`src/rtl/uart_tx_drain_if.sv`:
```
// Read-side handshake between uart_tx_drain and its source FIFO.
// The drain is the master: it issues pops and consumes the returned word.
interface uart_tx_drain_if #(
    parameter int DATA_WIDTH = 8
);
    logic                  fifoEmpty;
    logic                  fifoReadReq;
    logic                  fifoReadAck;
    logic [DATA_WIDTH-1:0] fifoData;

    modport master (
        input  fifoEmpty,
        input  fifoReadAck,
        input  fifoData,
        output fifoReadReq
    );

    modport slave (
        output fifoEmpty,
        output fifoReadAck,
        output fifoData,
        input  fifoReadReq
    );
endinterface

```
`src/rtl/uart_tx_drain.sv`:
```
// UART transmitter that pulls words from a FIFO one pop at a time and sends
// each as start bit, DATA_WIDTH data bits LSB first and one stop bit.
module uart_tx_drain #(
    parameter int CLK_DIV    = 16,
    parameter int DATA_WIDTH = 8
) (
    input  logic            clk,
    input  logic            rst,
    uart_tx_drain_if.master fifo,
    output logic            tx,
    output logic            busy
);
    localparam int TIMER_W = (CLK_DIV > 1) ? $clog2(CLK_DIV) : 1;
    localparam int IDX_W   = (DATA_WIDTH > 1) ? $clog2(DATA_WIDTH) : 1;
    localparam logic [TIMER_W-1:0] TIMER_LAST = TIMER_W'(CLK_DIV - 1);
    localparam logic [IDX_W-1:0]   IDX_LAST   = IDX_W'(DATA_WIDTH - 1);

    typedef enum logic [2:0] {
        IDLE,
        REQ,
        WAIT_ACK,
        START,
        DATA,
        STOP
    } state_t;

    state_t                state;
    logic [TIMER_W-1:0]    bitTimer;
    logic [IDX_W-1:0]      bitIdx;
    logic [DATA_WIDTH-1:0] shiftReg;
    logic [DATA_WIDTH-1:0] shiftNext;
    logic                  bitDone;
    logic                  readReq;

    assign shiftNext        = shiftReg >> 1;
    assign bitDone          = (bitTimer == TIMER_LAST);
    assign fifo.fifoReadReq = readReq;

    // tx, busy and readReq are all registered and updated on the transition
    // into the state that owns them, so they line up with the state register.
    always_ff @(posedge clk) begin
        if (rst) begin
            state    <= IDLE;
            tx       <= 1'b1;
            busy     <= 1'b0;
            readReq  <= 1'b0;
            bitTimer <= '0;
            bitIdx   <= '0;
            shiftReg <= '0;
        end else begin
            readReq <= 1'b0;
            case (state)
                IDLE: begin
                    tx <= 1'b1;
                    if (!fifo.fifoEmpty) begin
                        state   <= REQ;
                        readReq <= 1'b1;
                        busy    <= 1'b1;
                    end else begin
                        busy <= 1'b0;
                    end
                end

                REQ: begin
                    state <= WAIT_ACK;
                end

                WAIT_ACK: begin
                    if (fifo.fifoReadAck) begin
                        shiftReg <= fifo.fifoData;
                        bitTimer <= '0;
                        bitIdx   <= '0;
                        tx       <= 1'b0;
                        state    <= START;
                    end else begin
                        busy  <= 1'b0;
                        state <= IDLE;
                    end
                end

                START: begin
                    if (bitDone) begin
                        bitTimer <= '0;
                        bitIdx   <= '0;
                        tx       <= shiftReg[0];
                        state    <= DATA;
                    end else begin
                        bitTimer <= bitTimer + TIMER_W'(1);
                    end
                end

                DATA: begin
                    if (bitDone) begin
                        bitTimer <= '0;
                        if (bitIdx == IDX_LAST) begin
                            tx    <= 1'b1;
                            state <= STOP;
                        end else begin
                            bitIdx   <= bitIdx + IDX_W'(1);
                            shiftReg <= shiftNext;
                            tx       <= shiftNext[0];
                        end
                    end else begin
                        bitTimer <= bitTimer + TIMER_W'(1);
                    end
                end

                STOP: begin
                    if (bitDone) begin
                        bitTimer <= '0;
                        busy     <= 1'b0;
                        state    <= IDLE;
                    end else begin
                        bitTimer <= bitTimer + TIMER_W'(1);
                    end
                end

                default: begin
                    state    <= IDLE;
                    tx       <= 1'b1;
                    busy     <= 1'b0;
                    bitTimer <= '0;
                end
            endcase
        end
    end
endmodule

```
`src/flat_wrapper.sv`:
```
// flat-port wrapper written by rule: the top's interface ports become plain ports
module uart_tx_drain_flat 
#(
    parameter int CLK_DIV    = 16,
    parameter int DATA_WIDTH = 8
)
  (clk, rst, tx, busy, fifo_fifoEmpty, fifo_fifoReadAck, fifo_fifoData, fifo_fifoReadReq);
  uart_tx_drain_if #(.DATA_WIDTH(DATA_WIDTH)) fifo_i ();
  input  logic clk;
  input  logic rst;
  output logic tx;
  output logic busy;
  input wire logic [$bits(fifo_i.fifoEmpty)-1:0] fifo_fifoEmpty;
  input wire logic [$bits(fifo_i.fifoReadAck)-1:0] fifo_fifoReadAck;
  input wire logic [$bits(fifo_i.fifoData)-1:0] fifo_fifoData;
  output wire logic [$bits(fifo_i.fifoReadReq)-1:0] fifo_fifoReadReq;
  assign fifo_i.fifoEmpty = fifo_fifoEmpty;
  assign fifo_i.fifoReadAck = fifo_fifoReadAck;
  assign fifo_i.fifoData = fifo_fifoData;
  assign fifo_fifoReadReq = fifo_i.fifoReadReq;
  uart_tx_drain #(.CLK_DIV(CLK_DIV), .DATA_WIDTH(DATA_WIDTH)) u_core (.clk(clk), .rst(rst), .fifo(fifo_i), .tx(tx), .busy(busy));
endmodule
```
`config.mk`:
```
export PLATFORM = sky130hd
export DESIGN_NAME = uart_tx_drain_flat
export DESIGN_NICKNAME = d
export VERILOG_FILES = /design/src/rtl/uart_tx_drain_if.sv /design/src/rtl/uart_tx_drain.sv /design/src/flat_wrapper.sv
export SDC_FILE = /design/constraint.sdc
export NUM_CORES = 1
export LEC_CHECK = 0
export BUFFER_PORTS_ARGS = -buffer_cell sky130_fd_sc_hd__buf_2
export CAP_MARGIN = 20
export CORE_ASPECT_RATIO = 1.2
export CORE_MARGIN = 2
export CORE_UTILIZATION = 40
export CTS_BUF_LIST = sky130_fd_sc_hd__clkbuf_4
export CTS_CLUSTER_SIZE = 30
export DETAILED_ROUTE_END_ITERATION = 10
export GPL_TIMING_DRIVEN = 0
export PLACE_DENSITY = 0.61
export SETUP_SLACK_MARGIN = 0.3
export SLEW_MARGIN = 5
export SYNTH_ARGS = -nofsm -noshare
export SYNTH_HDL_FRONTEND = slang
export SYNTH_SLANG_ARGS = --single-unit
```
`constraint.sdc`:
```
create_clock -name clk -period 3.2 [get_ports clk]
set_clock_uncertainty 0.2 [all_clocks]
set_input_delay 0 -clock clk [delete_from_list [all_inputs] [get_ports clk]]
set_output_delay 0 -clock clk [all_outputs]
set_load 0.05 [all_outputs]
```
==> reports/results.md <==
Outcome
* **run status** completed

Timing
* **tightest slew margin relative to the limit** 0.677
* **RSZ-0062 raised after global routing** false
* **final period utilization** 0.690
* **final worst slack** 992 ps
* **Setup-failing EPs final** 0
* **TNS Setup** 0 ps
* **actual slew at the worst max-slew pin** 484 ps
* **upper clock frequency limit** 453 MHz
* **shortest clock period the worst path allows after layout** 2210 ps
* **pins over their slew limit** 0
* **number of hold violations in the final report** 0

Floorplanning
* **Horiz. Die Dim** 51.8 um
* **total die area** 3170 um^2
* **initial core utilization** 0.425
* **placeable core area** 2580 um^2
* **row cnt** 20
* **Chip Height** 61.3 um
* **I/O Pins** 15

Clock network
* **Clock Latency Late Sink** 300 ps
* **clk slew on worst S/H paths** 110 ps
* **Max Root-Sink Buffers** 2
* **CTS Root Cell** sky130_fd_sc_hd__clkbuf_4
* **clock tree from TritonCTS** built
* **Post CTS Setup Buffer Count** 0
* **cts bufs inserted** 3
* **# H-tree levels** 1
* **number of sinks handled by clock tree synthesis** 21

Detailed routing
* **remaining number of nets flagged by the antenna check after routing** 0
* **number of vias in the routed layout** 980
* **final routed DRC violation total** 0
* **number of vias per cell after detailed routing** 5.27
* **post-detailed-routing wire length** 2190 um
* **drt pass-1 iters** 4
* **initial detailed-routing violation count** 42
* **DR WL/cell** 11.8 um

Setup path
* **beginning of the worst register-to-register path** u_core.bitIdx[0]$_SDFFE_PP0P_
* **kind of capture point of the worst setup path** register
* **maximum fanout count along the critical path** 10
* **crit path max-delay cell type** sky130_fd_sc_hd__or4b_4
* **stage delay of the slowest cell on the critical path** 530 ps
* **Register-to-Register Setup Slack** 990 ps
* **worst reg2reg path endpoint** u_core.shiftReg[5]$_SDFFE_PP0P_
* **dominant cell type by count on the critical path** sky130_fd_sc_hd__ha_1
* **Setup crit start kind** register
* **Worst EP arrival** 2230 ps
* **ordered cell list for the critical path** ha_1 > ha_1 > or4b_4 > o21ai_4 > buf_6 > nor2_1 > a211oi_2
* **critical path class** reg2reg
* **depth of the most critical reg-to-reg path** 7
* **data required time at the worst endpoint** 3220 ps

Synth
* **main combinational cell family by area after synthesis** compound AO/OA/AOI/OAI gates
* **Adder-Cell Fraction of Synth Area** 0.0343
* **top cell type's share of synthesized area** 0.384
* **dominant cell by count in the synthesized netlist** sky130_fd_sc_hd__dfxtp_1
* **number of synthesized flops with an enable pin** 0
* **combined area of all synthesized cells** 1090 um^2
* **post-synthesis average cell area** 8.83 um^2
* **compound-cell area share of the yosys netlist** 0.230
* **proportion of register bits with asynchronous set or reset after synthesis** 0
* **simple-gate area share of the yosys netlist** 0.207
* **post-synthesis register bit count** 21
* **mux share of post-synthesis cell area** 0.0926
* **number of warnings reported in the yosys synthesis log** 0
* **distinct cell type count of the synthesized netlist** 37
* **list of most frequent post-synthesis cells** sky130_fd_sc_hd__dfxtp_1, sky130_fd_sc_hd__nor2_1, sky130_fd_sc_hd__a21oi_1
* **biggest area consumer among synthesized cells** sky130_fd_sc_hd__dfxtp_1
* **synth top area cells** sky130_fd_sc_hd__dfxtp_1, sky130_fd_sc_hd__mux2i_1, sky130_fd_sc_hd__a21oi_1
* **sequential-to-total area share from yosys stat** 0.384
* **synthesized netlist net count** 139
* **post-synthesis xor/xnor area fraction** 0.00800
* **count of mapped cells out of synthesis** 124
* **ys flop type** sky130_fd_sc_hd__dfxtp_1

Power
* **switching part of the total power** 0.272
* **internal power** 0.375 mW
* **clock network fraction of design power** 0.260
* **portion of total power attributed to sequential cells** 0.548
* **NetSw** 0.140 mW
* **leak pwr** 0.579 nW
* **Gate power share** 0.191
* **P per Cell Area** 382 nW/um^2
* **VDD IR max** 307 uV

Min path
* **Worst Hold Depth** 1
* **HP Start** u_core.bitIdx[2]$_SDFFE_PP0P_
* **end of the worst hold path** u_core.bitIdx[2]$_SDFFE_PP0P_
* **Hold Path Class** reg2reg

Global route
* **via count of the first global-routing pass** 880
* **GR Util All Layers** 0.159
* **first-pass GRT wire length** 3750 um
* **remaining global-route overflow** 0
* **initial antenna violation count** 0
* **maximum number of pins on one net before global-route repair** 12

Place
* **gp weighted congestion** 0.827
* **count of input and output buffers** 14
* **HPWL after detailed placement** 1630 um
* **number of placed cells counting well taps** 171
* **worst setup slack before clock tree synthesis** 1010 ps

Layout
* **layout overhead on the synthesized area** 23.0%
* **ANT cells** 0
* **nets@finish** 169
* **number of non-filler instances in the completed layout** 186
* **share of layout cells above drive strength 1** 0.190
* **filler cell count in the final layout** 253

Run
* **max cap viols** 0

==> metal layers <==
metal	up-vias	GRT usage	wire (um)
li1	513	-	-
met1	450	0.192	1050
met2	15	0.275	1070
met3	2	0.0291	49
met4	0	0.0789	18
met5	-	0	0
==> worst max-delay path: cells and delay by family (launching register included) <==
family | cells | cell delay (ps)
AOI/OAI and AO/OA | 2 | 410
DFF | 1 | 340
and+or+nand+nor | 2 | 580
buffers and inverters | 1 | 180
adders and majority gates | 2 | 420
==> worst max path at each step <==
stage,from,end,slack [ps],cells past startpoint
finish,u_core.bitIdx[0]$_SDFFE_PP0P_,u_core.shiftReg[5]$_SDFFE_PP0P_,990,7
detailed placement,u_core.bitIdx[0]$_SDFFE_PP0P_,u_core.shiftReg[5]$_SDFFE_PP0P_,1010,7
global placement,u_core.bitIdx[0]$_SDFFE_PP0P_,u_core.shiftReg[5]$_SDFFE_PP0P_,1040,7
global route,u_core.bitIdx[0]$_SDFFE_PP0P_,u_core.shiftReg[5]$_SDFFE_PP0P_,840,7
CTS,u_core.bitIdx[0]$_SDFFE_PP0P_,u_core.shiftReg[5]$_SDFFE_PP0P_,980,7
floorplan,u_core.bitIdx[0]$_SDFFE_PP0P_,u_core.shiftReg[5]$_SDFFE_PP0P_,1170,7
==> state kept, by name, indices dropped and copies added (netlist names) <==
name and flops:
u_core.busy 1, u_core.fifo.fifoReadReq 1, u_core.bitIdx 3, u_core.bitTimer 4, u_core.state 3, u_core.tx 1
u_core.shiftReg 8
==> timing repair <==
action / in CTS / in global routing
endpoints found under the hold margin: 15 / 0
resized for setup: 0 / 0
hold buffers: 11 / 0
==> cells in the final DEF, fill, tap and decap left out, types with 2 or more instances in the layout <==
master and count:
sky130_fd_sc_hd__dfxtp_1 21, sky130_fd_sc_hd__buf_2 17, sky130_fd_sc_hd__nor2_1 17, sky130_fd_sc_hd__a21oi_1 13, sky130_fd_sc_hd__dlygate4sd3_1 11, sky130_fd_sc_hd__mux2i_1 9
sky130_fd_sc_hd__nand2_1 7, sky130_fd_sc_hd__a211oi_1 7, sky130_fd_sc_hd__nand3_1 4, sky130_fd_sc_hd__clkbuf_4 4, sky130_fd_sc_hd__clkbuf_1 3, sky130_fd_sc_hd__nor3_1 3
sky130_fd_sc_hd__inv_1 3, sky130_fd_sc_hd__ha_1 3, sky130_fd_sc_hd__nand2b_1 2, sky130_fd_sc_hd__or2_2 2, sky130_fd_sc_hd__a22oi_1 2, sky130_fd_sc_hd__o2bb2ai_1 2
sky130_fd_sc_hd__a211oi_2 2, sky130_fd_sc_hd__o22ai_1 2
==> power groups by stage <==
stage | sequential [mW] | clock (mW) | combinational, mW
4_1_cts | 0.282 | 0.142 | 0.0985
5_1_grt | 0.284 | 0.156 | 0.109
3_3_place_gp | 0.288 | 0 | 0.0873
2_1_floorplan | 0.298 | 0 | 0.0560
3_5_place_dp | 0.288 | 0 | 0.0882
6_report | 0.282 | 0.134 | 0.0985
==> kinds of logic (layout without fill, tap and decap cells) <==
group / after synthesis / count (layout)
simple gates: 44 / 44
compound gates: 35 / 35
flops: 21 / 21
mux: 10 / 10
buf+inv: 10 / 39
fa+ha+maj: 3 / 3
xor+xnor: 1 / 1
==> through the flow <==
step / power, mW / instance area, um^2 / hold WS (ps) / util
3_3_place_gp: 0.375 / 1210 / 64.7 / 0.468
3_5_place_dp: 0.377 / 1210 / 75.6 / 0.468
6_report: 0.515 / 1350 / 293 / 0.522
4_1_cts: 0.522 / 1350 / 289 / 0.522
2_1_floorplan: 0.354 / 1090 / -48.1 / -
5_1_grt: 0.549 / 1350 / 300 / 0.522
==> area by class of cell <==
| cell class | instances | area (um^2) | area share |
|---|---|---|---|
| sequential | 21 | 420 | 0.312 |
| buffer | 7 | 37.5 | 0.0279 |
| clock buffer | 4 | 30.0 | 0.0223 |
| timing repair buffer | 25 | 180 | 0.134 |
| multi-input combinational | 93 | 626 | 0.465 |
| inverter | 3 | 11.3 | 0.00836 |
| tap | 33 | 41.3 | 0.0307 |
(Power assumes the default switching activity.)
